==> src/rtl/uart_pkg.sv <==
// Shared definitions for the buffered UART transmitter: FSM state encoding and baud divisor.
package uart_pkg;

   typedef enum logic [2:0] {
      ST_IDLE,
      ST_START,
      ST_DATA,
      ST_PARITY,
      ST_STOP
   } uart_state_e;

   // Truncating divide; callers guarantee the result is at least 2.
   function automatic int unsigned calc_div(input int unsigned clk_hz, input int unsigned baud);
      return clk_hz / baud;
   endfunction

endpackage

==> src/rtl/uart_tx_buffered_if.sv <==
// CPU-side write port of the buffered UART: store strobe and byte in, FIFO status out.
interface uart_tx_buffered_if #(
   parameter int unsigned DEPTH_LOG2 = 4
) ();

   logic                uart_enablen;
   logic [7:0]          data;
   logic                uart_busy;
   logic                overflow;
   logic [DEPTH_LOG2:0] fifo_count;

   modport master (
      output uart_enablen, data,
      input  uart_busy, overflow, fifo_count
   );

   modport slave (
      input  uart_enablen, data,
      output uart_busy, overflow, fifo_count
   );

endinterface

==> src/rtl/sync_fifo.sv <==
// Single-clock FIFO with occupancy count; head is read straight from the storage registers.
module sync_fifo #(
   parameter int unsigned WIDTH      = 8,
   parameter int unsigned DEPTH_LOG2 = 4
) (
   input  logic                  sysclk,
   input  logic                  cpu_resetn,
   input  logic                  push,
   input  logic [WIDTH-1:0]      push_data,
   input  logic                  pop,
   output logic                  full,
   output logic                  empty,
   output logic [DEPTH_LOG2:0]   count,
   output logic [WIDTH-1:0]      head
);

   localparam int unsigned DEPTH = 2 ** DEPTH_LOG2;
   localparam logic [DEPTH_LOG2:0] DEPTH_C = DEPTH[DEPTH_LOG2:0];

   logic [WIDTH-1:0]      mem_q [DEPTH];
   logic [DEPTH_LOG2-1:0] wptr_q, rptr_q;
   logic [DEPTH_LOG2:0]   count_q;
   logic                  do_push, do_pop;

   // Both decisions use the registered count, so a same-cycle pop never frees a slot.
   assign full    = (count_q == DEPTH_C);
   assign empty   = (count_q == '0);
   assign do_push = push & ~full;
   assign do_pop  = pop & ~empty;
   assign count   = count_q;
   assign head    = mem_q[rptr_q];

   always_ff @(posedge sysclk or negedge cpu_resetn) begin
      if (!cpu_resetn) begin
         wptr_q  <= '0;
         rptr_q  <= '0;
         count_q <= '0;
      end else begin
         if (do_push) wptr_q <= wptr_q + 1'b1;
         if (do_pop)  rptr_q <= rptr_q + 1'b1;
         unique case ({do_push, do_pop})
            2'b10:   count_q <= count_q + 1'b1;
            2'b01:   count_q <= count_q - 1'b1;
            default: count_q <= count_q;
         endcase
      end
   end

   always_ff @(posedge sysclk) begin
      if (do_push) mem_q[wptr_q] <= push_data;
   end

endmodule

==> src/rtl/uart_tx_buffered.sv <==
// Buffered 8N1 UART transmitter fed by CPU stores; never stalls, drops and flags on overflow.
// Define UART_TX_PARITY_EN to insert an even-parity bit between data and stop.
module uart_tx_buffered
   import uart_pkg::*;
#(
   parameter int unsigned CLK_HZ     = 100000000,
   parameter int unsigned BAUD       = 115200,
   parameter int unsigned DEPTH_LOG2 = 4
) (
   input  logic              sysclk,
   input  logic              cpu_resetn,
   uart_tx_buffered_if.slave wr,
   output logic              tx_active,
   output logic              uart_tx
);

   localparam int unsigned DIV   = calc_div(CLK_HZ, BAUD);
   localparam int unsigned CNT_W = $clog2(DIV);
   localparam logic [CNT_W-1:0] CNT_MAX = CNT_W'(DIV - 1);

   logic             fifo_push, fifo_pop, fifo_full, fifo_empty;
   logic [7:0]       fifo_head;
   uart_state_e      state_q, state_d;
   logic [CNT_W-1:0] cnt_q, cnt_d;
   logic [2:0]       idx_q, idx_d;
   logic [7:0]       shift_q, shift_d;
   logic             tx_q, tx_d;
   logic             ovf_q;
   logic             wrap;

   assign fifo_push = ~wr.uart_enablen;

   sync_fifo #(
      .WIDTH      (8),
      .DEPTH_LOG2 (DEPTH_LOG2)
   ) u_fifo (
      .sysclk     (sysclk),
      .cpu_resetn (cpu_resetn),
      .push       (fifo_push),
      .push_data  (wr.data),
      .pop        (fifo_pop),
      .full       (fifo_full),
      .empty      (fifo_empty),
      .count      (wr.fifo_count),
      .head       (fifo_head)
   );

`ifdef UART_TX_PARITY_EN
   logic par_q;

   // Parity is captured at load because the shifter is consumed during DATA.
   always_ff @(posedge sysclk or negedge cpu_resetn) begin
      if (!cpu_resetn)   par_q <= 1'b0;
      else if (fifo_pop) par_q <= ^fifo_head;
   end
`endif

   assign wrap = (cnt_q == CNT_MAX);

   always_comb begin
      state_d  = state_q;
      cnt_d    = cnt_q;
      idx_d    = idx_q;
      shift_d  = shift_q;
      tx_d     = tx_q;
      fifo_pop = 1'b0;
      if (state_q != ST_IDLE) cnt_d = wrap ? '0 : cnt_q + 1'b1;
      unique case (state_q)
         ST_IDLE: begin
            if (!fifo_empty) begin
               fifo_pop = 1'b1;
               shift_d  = fifo_head;
               tx_d     = 1'b0;
               cnt_d    = '0;
               state_d  = ST_START;
            end
         end
         ST_START: begin
            if (wrap) begin
               idx_d   = '0;
               tx_d    = shift_q[0];
               state_d = ST_DATA;
            end
         end
         ST_DATA: begin
            if (wrap) begin
               if (idx_q == 3'd7) begin
`ifdef UART_TX_PARITY_EN
                  tx_d    = par_q;
                  state_d = ST_PARITY;
`else
                  tx_d    = 1'b1;
                  state_d = ST_STOP;
`endif
               end else begin
                  shift_d = shift_q >> 1;
                  idx_d   = idx_q + 1'b1;
                  tx_d    = shift_q[1];
               end
            end
         end
         ST_PARITY: begin
            if (wrap) begin
               tx_d    = 1'b1;
               state_d = ST_STOP;
            end
         end
         ST_STOP: begin
            if (wrap) begin
               // Chain straight into the next start bit when more data is queued.
               if (!fifo_empty) begin
                  fifo_pop = 1'b1;
                  shift_d  = fifo_head;
                  tx_d     = 1'b0;
                  state_d  = ST_START;
               end else begin
                  state_d  = ST_IDLE;
               end
            end
         end
         default: state_d = ST_IDLE;
      endcase
   end

   always_ff @(posedge sysclk or negedge cpu_resetn) begin
      if (!cpu_resetn) begin
         state_q <= ST_IDLE;
         cnt_q   <= '0;
         idx_q   <= '0;
         shift_q <= '0;
         tx_q    <= 1'b1;
         ovf_q   <= 1'b0;
      end else begin
         state_q <= state_d;
         cnt_q   <= cnt_d;
         idx_q   <= idx_d;
         shift_q <= shift_d;
         tx_q    <= tx_d;
         if (fifo_push && fifo_full) ovf_q <= 1'b1;
      end
   end

   assign wr.uart_busy = fifo_full;
   assign wr.overflow  = ovf_q;
   assign tx_active    = (state_q != ST_IDLE);
   assign uart_tx      = tx_q;

endmodule

==> src/flat_wrapper.sv <==
// flat-port wrapper written by rule: the top's interface ports become plain ports
module uart_tx_buffered_flat import uart_pkg::*;
#(
   parameter int unsigned CLK_HZ     = 100000000,
   parameter int unsigned BAUD       = 115200,
   parameter int unsigned DEPTH_LOG2 = 4
)
  (sysclk, cpu_resetn, tx_active, uart_tx, wr_uart_enablen, wr_data, wr_uart_busy, wr_overflow, wr_fifo_count);
  uart_tx_buffered_if #(.DEPTH_LOG2(DEPTH_LOG2)) wr_i ();
  input  logic sysclk;
  input  logic cpu_resetn;
  output logic tx_active;
  output logic uart_tx;
  input wire logic [$bits(wr_i.uart_enablen)-1:0] wr_uart_enablen;
  input wire logic [$bits(wr_i.data)-1:0] wr_data;
  output wire logic [$bits(wr_i.uart_busy)-1:0] wr_uart_busy;
  output wire logic [$bits(wr_i.overflow)-1:0] wr_overflow;
  output wire logic [$bits(wr_i.fifo_count)-1:0] wr_fifo_count;
  assign wr_i.uart_enablen = wr_uart_enablen;
  assign wr_i.data = wr_data;
  assign wr_uart_busy = wr_i.uart_busy;
  assign wr_overflow = wr_i.overflow;
  assign wr_fifo_count = wr_i.fifo_count;
  uart_tx_buffered #(.CLK_HZ(CLK_HZ), .BAUD(BAUD), .DEPTH_LOG2(DEPTH_LOG2)) u_core (.sysclk(sysclk), .cpu_resetn(cpu_resetn), .wr(wr_i), .tx_active(tx_active), .uart_tx(uart_tx));
endmodule
==> config.mk <==
export PLATFORM = sky130hd
export DESIGN_NAME = uart_tx_buffered_flat
export DESIGN_NICKNAME = d
export VERILOG_FILES = /design/src/rtl/uart_pkg.sv /design/src/rtl/uart_tx_buffered_if.sv /design/src/rtl/sync_fifo.sv /design/src/rtl/uart_tx_buffered.sv /design/src/flat_wrapper.sv
export SDC_FILE = /design/constraint.sdc
export NUM_CORES = 1
export LEC_CHECK = 0
export ABC_CLOCK_PERIOD_IN_PS = 3550
export BUFFER_PORTS_ARGS = -buffer_cell sky130_fd_sc_hd__buf_2
export CORE_MARGIN = 2
export CORE_UTILIZATION = 52
export CTS_CLUSTER_SIZE = 30
export DETAILED_ROUTE_END_ITERATION = 12
export PLACE_DENSITY = 0.78
export SETUP_SLACK_MARGIN = 0.1
export SLEW_MARGIN = 20
export SYNTH_ARGS = -nofsm -noshare
export SYNTH_HDL_FRONTEND = slang
export SYNTH_SLANG_ARGS = --single-unit
==> constraint.sdc <==
create_clock -name sysclk -period 3.55 [get_ports sysclk]
set_clock_uncertainty 0.15 [all_clocks]
set_input_delay 0.355 -clock sysclk [delete_from_list [all_inputs] [get_ports sysclk]]
set_output_delay 0.355 -clock sysclk [all_outputs]
set_load 0.02 [all_outputs]
======== After elaboration in Yosys (flattened, before gate mapping) ========
Memories as Yosys holds them, arrays and structs flattened.
Cells that the tools add are included.
operators by class
  eq/ne operators ......................... 16
  multiplexer cells ....................... 34
  reduce and logical (&&, ||, !) cells .... 12
  $add $sub $neg .......................... 6
  bitwise logic cells ..................... 5
operators with widths
  kind                                                                 count
  10-bit two-way mux                                                   4
  8-bit two-way mux                                                    4
  3-bit two-way mux                                                    9
  8-bit one-hot mux with 3 select lines                                1
  3-bit one-hot mux with 5 select lines                                1
  1-bit two-way mux                                                    11
  10-bit by 1-bit adder with 10-bit output (second input constant)     1
  10-bit == test (second input constant)                               1
  2-bit by 1-bit != test with 1-bit output (second input constant)     5
  5-bit one-hot mux with 2 select lines                                1
  4-bit by 1-bit adder with 4-bit output (second input constant)       2
  4-bit AND reduction                                                  2
  3-bit by 2-bit == test with 1-bit output (second input constant)     2
  3-bit == test (second input constant)                                2
  3-bit one-hot mux with 2 select lines                                1
  6-bit AND reduction                                                  1
  3-bit nonzero test                                                   2
  5-bit by 1-bit adder with 5-bit output (second input constant)       1
  5-bit == test (second input constant)                                1
  5-bit zero test                                                      1
  1-bit one-hot mux with 5 select lines                                1
  5-bit AND reduction                                                  1
  5-bit nonzero test                                                   1
  5-bit by 1-bit subtractor with 5-bit output (second input constant)  1
  11 further kinds                                                     16
word-level totals
  word-level logic and storage cells ...... 83
  memories kept ........................... 1
  register bits ........................... 39
  output and inout bits ................... 9
  RAM bits ................................ 128
  bits of input ports ..................... 11
memories
  memory               depth  bits a word  read ports  clocked after Yosys merged registers in  wr ports  RTL line         source
  u_core.u_fifo.mem_q  16     8            1           0                                        1         sync_fifo.sv:20  logic [WIDTH-1:0] mem_q [DEPTH];

======== Longest topological paths before layout ========
  word-level depth ........................ 7
  gate-level depth with buffers ........... 13
  mapped depth without buffers ............ 12

======== By module ========
Synthesis repeated with hierarchy kept, for this count alone.
unflattened totals
  cell total of the unflattened synthesis .. 472
  area total of the unflattened synthesis .. 7294.5 um^2
modules (own cells, without submodules)
  module            cells each  area each (um^2)  times used  seq. area each (um^2)
  sync_fifo         332         5779.3            1           4169.0
  uart_tx_buffered  140         1515.2            1           651.9

======== Least setup slack after synthesis ========
Ideal clock, no wire load.
  kind .................................... register -> register
  start ................................... register u_core.cnt_q[4]
  end ..................................... register u_core.u_fifo.count_q[4], in the netlist u_core.u_fifo.count[4]
  arrival ................................. 2.928 ns
  library setup time ...................... 0.079 ns
  path buffers ............................ 1
  data required time ...................... 3.321 ns
  path slack .............................. 0.392 ns
  clock period less this slack ............ 3.158 ns
  cell stages (with the launch flop) ...... 13
  cells stage by stage .................... dfrtp_1 -> or2_4 -> or4_4 -> buf_6 -> a21oi_4 -> ha_1 -> inv_1 -> fa_1 -> nor2b_1 -> o21ai_0 -> and3_1 -> nor3_1 -> xor2_1
between the ends
  longest elaborated chain between the ends .. 6
  elaborated cells on any way between the ends .. 8
  those cells by class .................... eq/ne (3); mux (3); bitwise (1); reduce/logical (1)
RTL lines
  item                                                                         RTL line                 source
  start, declared                                                              uart_tx_buffered.sv:24   logic [CNT_W-1:0] cnt_q, cnt_d;
  start signal, assigned                                                       uart_tx_buffered.sv:135  cnt_q <= cnt_d;
  10-bit == test (*)                                                           uart_tx_buffered.sv:58   assign wrap = (cnt_q == CNT_MAX);
  1-bit two-way mux (*)                                                        uart_tx_buffered.sv:109  if (wrap) begin
  1-bit one-hot mux with 2 select lines (*)                                    uart_tx_buffered.sv:68   unique case (state_q)
  1-bit bitwise AND (*)                                                        sync_fifo.sv:29          assign do_pop = pop & ~empty;
  net u_core.u_fifo.do_pop                                                     sync_fifo.sv:23          logic do_push, do_pop;
  2-bit by 1-bit == test with 1-bit output or 2-bit == test (tied branches)    sync_fifo.sv:41          unique case ({do_push, do_pop})
  5-bit one-hot mux with 2 select lines or 2-bit nonzero test (tied branches)  -
  end signal, assigned                                                         sync_fifo.sv:42          2'b10: count_q <= count_q + 1'b1;
  end signal, assigned                                                         sync_fifo.sv:43          2'b01: count_q <= count_q - 1'b1;
  end signal, assigned                                                         sync_fifo.sv:44          default: count_q <= count_q;
  end, declared                                                                sync_fifo.sv:22          logic [DEPTH_LOG2:0] count_q;
Mark *: on every way through the listed nets, which the timed path passes. The rest lies on a longest branch.
A chain may end at the register's enable or synchronous reset.

======== Worst setup path in the final report ========
Ends and elaborated chain as after synthesis.

==> flow_metrics.env <==
export IMPL_gp_congestion=0.8588
export IMPL_final_max_slew_viol_count=0
export IMPL_crit_fanout=7
export IMPL_relSlewSlack_pct=35.76
export IMPL_holdPathStages=1
export IMPL_r2r_end="u_core.u_fifo.count[4]"
export IMPL_cts_max_path_buffers=2
export IMPL_synth_cells=478
export IMPL_p_sw_share_pct=31.80
export IMPL_cp_required_ps=3740
export IMPL_wl_per_cell_um=20.25
export IMPL_grt_usage_pct=20.55
export IMPL_cts_root_buf="clkbuf_16"
export IMPL_fin_util_pct=60.50
export IMPL_via_count=4135
export IMPL_status="finished clean"
export IMPL_grt_ovfl_total=0
export IMPL_synthArstFlopShare_pct=23.35
export IMPL_clock_power_share_pct=30.0
export IMPL_cts_tree="yes"
export IMPL_yosys_most_used_dff="edfxtp_1"
export IMPL_io_pins=20
export IMPL_r2r_start="u_core.cnt_q[4]"
export IMPL_synth_distinct_cells=55
export IMPL_multiInputGateArea_um2=2116
export IMPL_synth_area_leaders="edfxtp_1 (54%), dfrtp_1 (13%), mux2i_1 (8.2%)"
export IMPL_cts_sinks=167
export IMPL_holdWs_ps=146.8
export IMPL_hold_start="wr_data[7]"
export IMPL_clk_pin_slew_worst_paths_ps=60
export IMPL_finalHoldViolations=0
export IMPL_routed_via_density=5.907
export IMPL_internal_power_mw=4.188
export IMPL_worst_slack_ps=275.0
export IMPL_reg2reg_slack_ps=280
export IMPL_core_area_um2=13300
export IMPL_avgSynthCellArea_um2=14.85
export IMPL_dp_hpwl_um=9060
export IMPL_worstPathCellList="or2_4 > or4_4 > a21oi_4 > ha_2 > inv_1 > fa_1 > nor2b_1 > o21ai_0 > and3_1 > nor3_1 > xor2_1"
export IMPL_post_dp_cell_area_um2=7421
export IMPL_yosys_area_top_type="edfxtp_1"
export IMPL_rsz0062_at_grt="false"
export IMPL_grt_pass1_vias=4079
export IMPL_post_cts_buffers=0
export IMPL_powerDensity_nw_per_um2=763.4
export IMPL_synth_common_cells="edfxtp_1 (128), mux2i_1 (58), dfrtp_1 (38)"
export IMPL_num_rows=42
export IMPL_wl_um=14180
export IMPL_dp_slack_ps=282.8
export IMPL_drt_iter0_drc=436
export IMPL_grt_pass1_wl_um=22050
export IMPL_syn_area_um2=7101
export IMPL_antenna_cells=0
export IMPL_synth_edf_count=128
export IMPL_startpoint="u_core.cnt_q[4]"
export IMPL_start_kind="register"
export IMPL_worst_setup_path_type="register to register"
export IMPL_die_area_um2=14610
export IMPL_drcViolationCount=0
export IMPL_fp_dieH_um=120.9
export IMPL_min_to="u_core.u_fifo.mem_q[13][7]"
export IMPL_vdd_ir_drop_max_mv=0.5048
export IMPL_fin_crit_sh_pct=92.25
export IMPL_regArea_um2=4823
export IMPL_die_x_um=120.9
export IMPL_htree_levels=4
export IMPL_syn_to_final_growth_pct=13.29
export IMPL_seqPwrFrac_pct=44.7
export IMPL_switchingPower_mw=1.953
export IMPL_drive_gt1_share_pct=16.60
export IMPL_synth_nets=502
export IMPL_slowest_stage="or4_4"
export IMPL_critical_path_top_delay_family="simple AND/OR/NAND/NOR gates"
export IMPL_synth_top_area_share_pct=54.13
export IMPL_cp_arrival_ps=3470
export IMPL_critPathBufInv=1
export IMPL_grt_antenna_before_repair=0
export IMPL_drv_cap=0
export IMPL_fin_crit_ps=3275
export IMPL_power_leakage_nw=2.953
export IMPL_numCtsBuffers=17
export IMPL_tightest_slew_ps=960.1
export IMPL_fmax_mhz=305.3
export IMPL_combinationalPowerShare_pct=25.3
export IMPL_fin_nets=535
export IMPL_endpoint_kind="register"
export IMPL_finalSetupTns_ps=0
export IMPL_antenna_left=0
export IMPL_grt_max_degree=40
export IMPL_yosys_warnings=0
export IMPL_insertion_delay_ps=430
export IMPL_port_buffers=19
export IMPL_hold_path_class="input pin to register"
export IMPL_fillers=996
export IMPL_cp_slowest_stage_delay_ps=580
export IMPL_setup_violations_final=0
export IMPL_yosysMostFrequentCell="edfxtp_1"
export IMPL_ys_ff_latch=167
export IMPL_firstDrtPassIters=5
export IMPL_ys_seq_area_share_pct=67.89
export IMPL_postLayoutCellArea_um2=8044
export IMPL_r2r_cells=11
export IMPL_initial_utilization_pct=53.41
-- per-layer routing --
| metal | track usage, % | vias up | share of wire, % |
|---|---|---|---|
| met1 | 27.80 | 2066 | 45 |
| met2 | 32.16 | 132 | 48 |
| met4 | 7.776 | 0 | 2.0 |
| met3 | 5.357 | 22 | 5.2 |
| met5 | 0 | - | 0 |
| li1 | - | 1915 | - |
-- cell type report --
class	instances	share of cell area, %
clock buffers	20	5.677
clock inverters	12	1.789
inverters	11	0.5133
multi-input cells	276	26.30
flip-flops and latches	167	59.96
well taps	176	2.738
repair buffers	38	3.018
-- what timing repair did --
| action | CTS | global route |
|---|---|---|
| hold endpoints to repair | 39 | 0 |
| setup endpoints to repair | 0 | 1 |
| hold buffers | 2 | 0 |
| gates resized for setup | 0 | 1 |
-- worst max-delay path by stage --
| stage | to | cells after the start |
|---|---|---|
| floorplan | u_core.u_fifo.count[4] | 12 |
| global placement | u_core.u_fifo.count[4] | 11 |
| detailed placement | u_core.u_fifo.count[4] | 11 |
| CTS | u_core.u_fifo.count[4] | 11 |
| global route | u_core.u_fifo.count[4] | 12 |
| finish | u_core.u_fifo.count[4] | 11 |
-- cells in the final DEF, fill, tap and decap left out, types with 3 or more instances in the layout --
master       n
a21oi_1      7
a22oi_1     28
a31oi_1      9
a32o_1       3
a32oi_1      7
and3_1       4
buf_2       19
buf_4       17
clkbuf_16   17
clkinv_4     3
dfrtp_1     36
edfxtp_1   128
ha_1        11
inv_1       11
inv_6        3
mux2i_1     58
mux4_2       4
nand2_1     19
nand2b_1     3
nand3_1     10
nor2_1      30
nor2b_1      6
nor3_1       7
nor3b_1      3
o21ai_0     22
o41ai_1      3
xnor2_1      6
xor2_1       5
-- state kept, by name (all words and copies together) (netlist names), 3 cells and up --
signal	count
u_core.u_fifo.rptr_q	4
u_core.state_q	3
u_core.u_fifo.mem_q	128
u_core.u_fifo.wptr_q	4
u_core.idx_q	3
u_core.u_fifo.count	5
u_core.cnt_q	10
u_core.shift_q	8
-- power groups by stage --
stage / Clock [mW] / Sequential, mW / Combinational (mW)
after floorplan: 0 / 2.64 / 1.24
after global placement: 0 / 2.76 / 1.49
after detailed placement: 0 / 2.78 / 1.54
after CTS: 1.87 / 2.74 / 1.56
after global routing: 1.95 / 2.79 / 1.68
final: 1.84 / 2.75 / 1.55
-- through the flow --
| step | power (mW) | cells |
|---|---|---|
| final | 6.141 | 700 |
| after global routing | 6.419 | 700 |
| after CTS | 6.174 | 700 |
| after global placement | 4.250 | 666 |
| after floorplan | 3.877 | 478 |
| after detailed placement | 4.327 | 666 |
-- cells by family after synthesis --
kind of cell / share of synthesized area (%)
xor+xnor: 1.357
buf+inv: 2.344
compound gates: 9.146
flops: 67.89
simple gates: 7.048
mux: 9.815
fa+ha+maj: 2.396
Power figures use the tool's default switching activity.
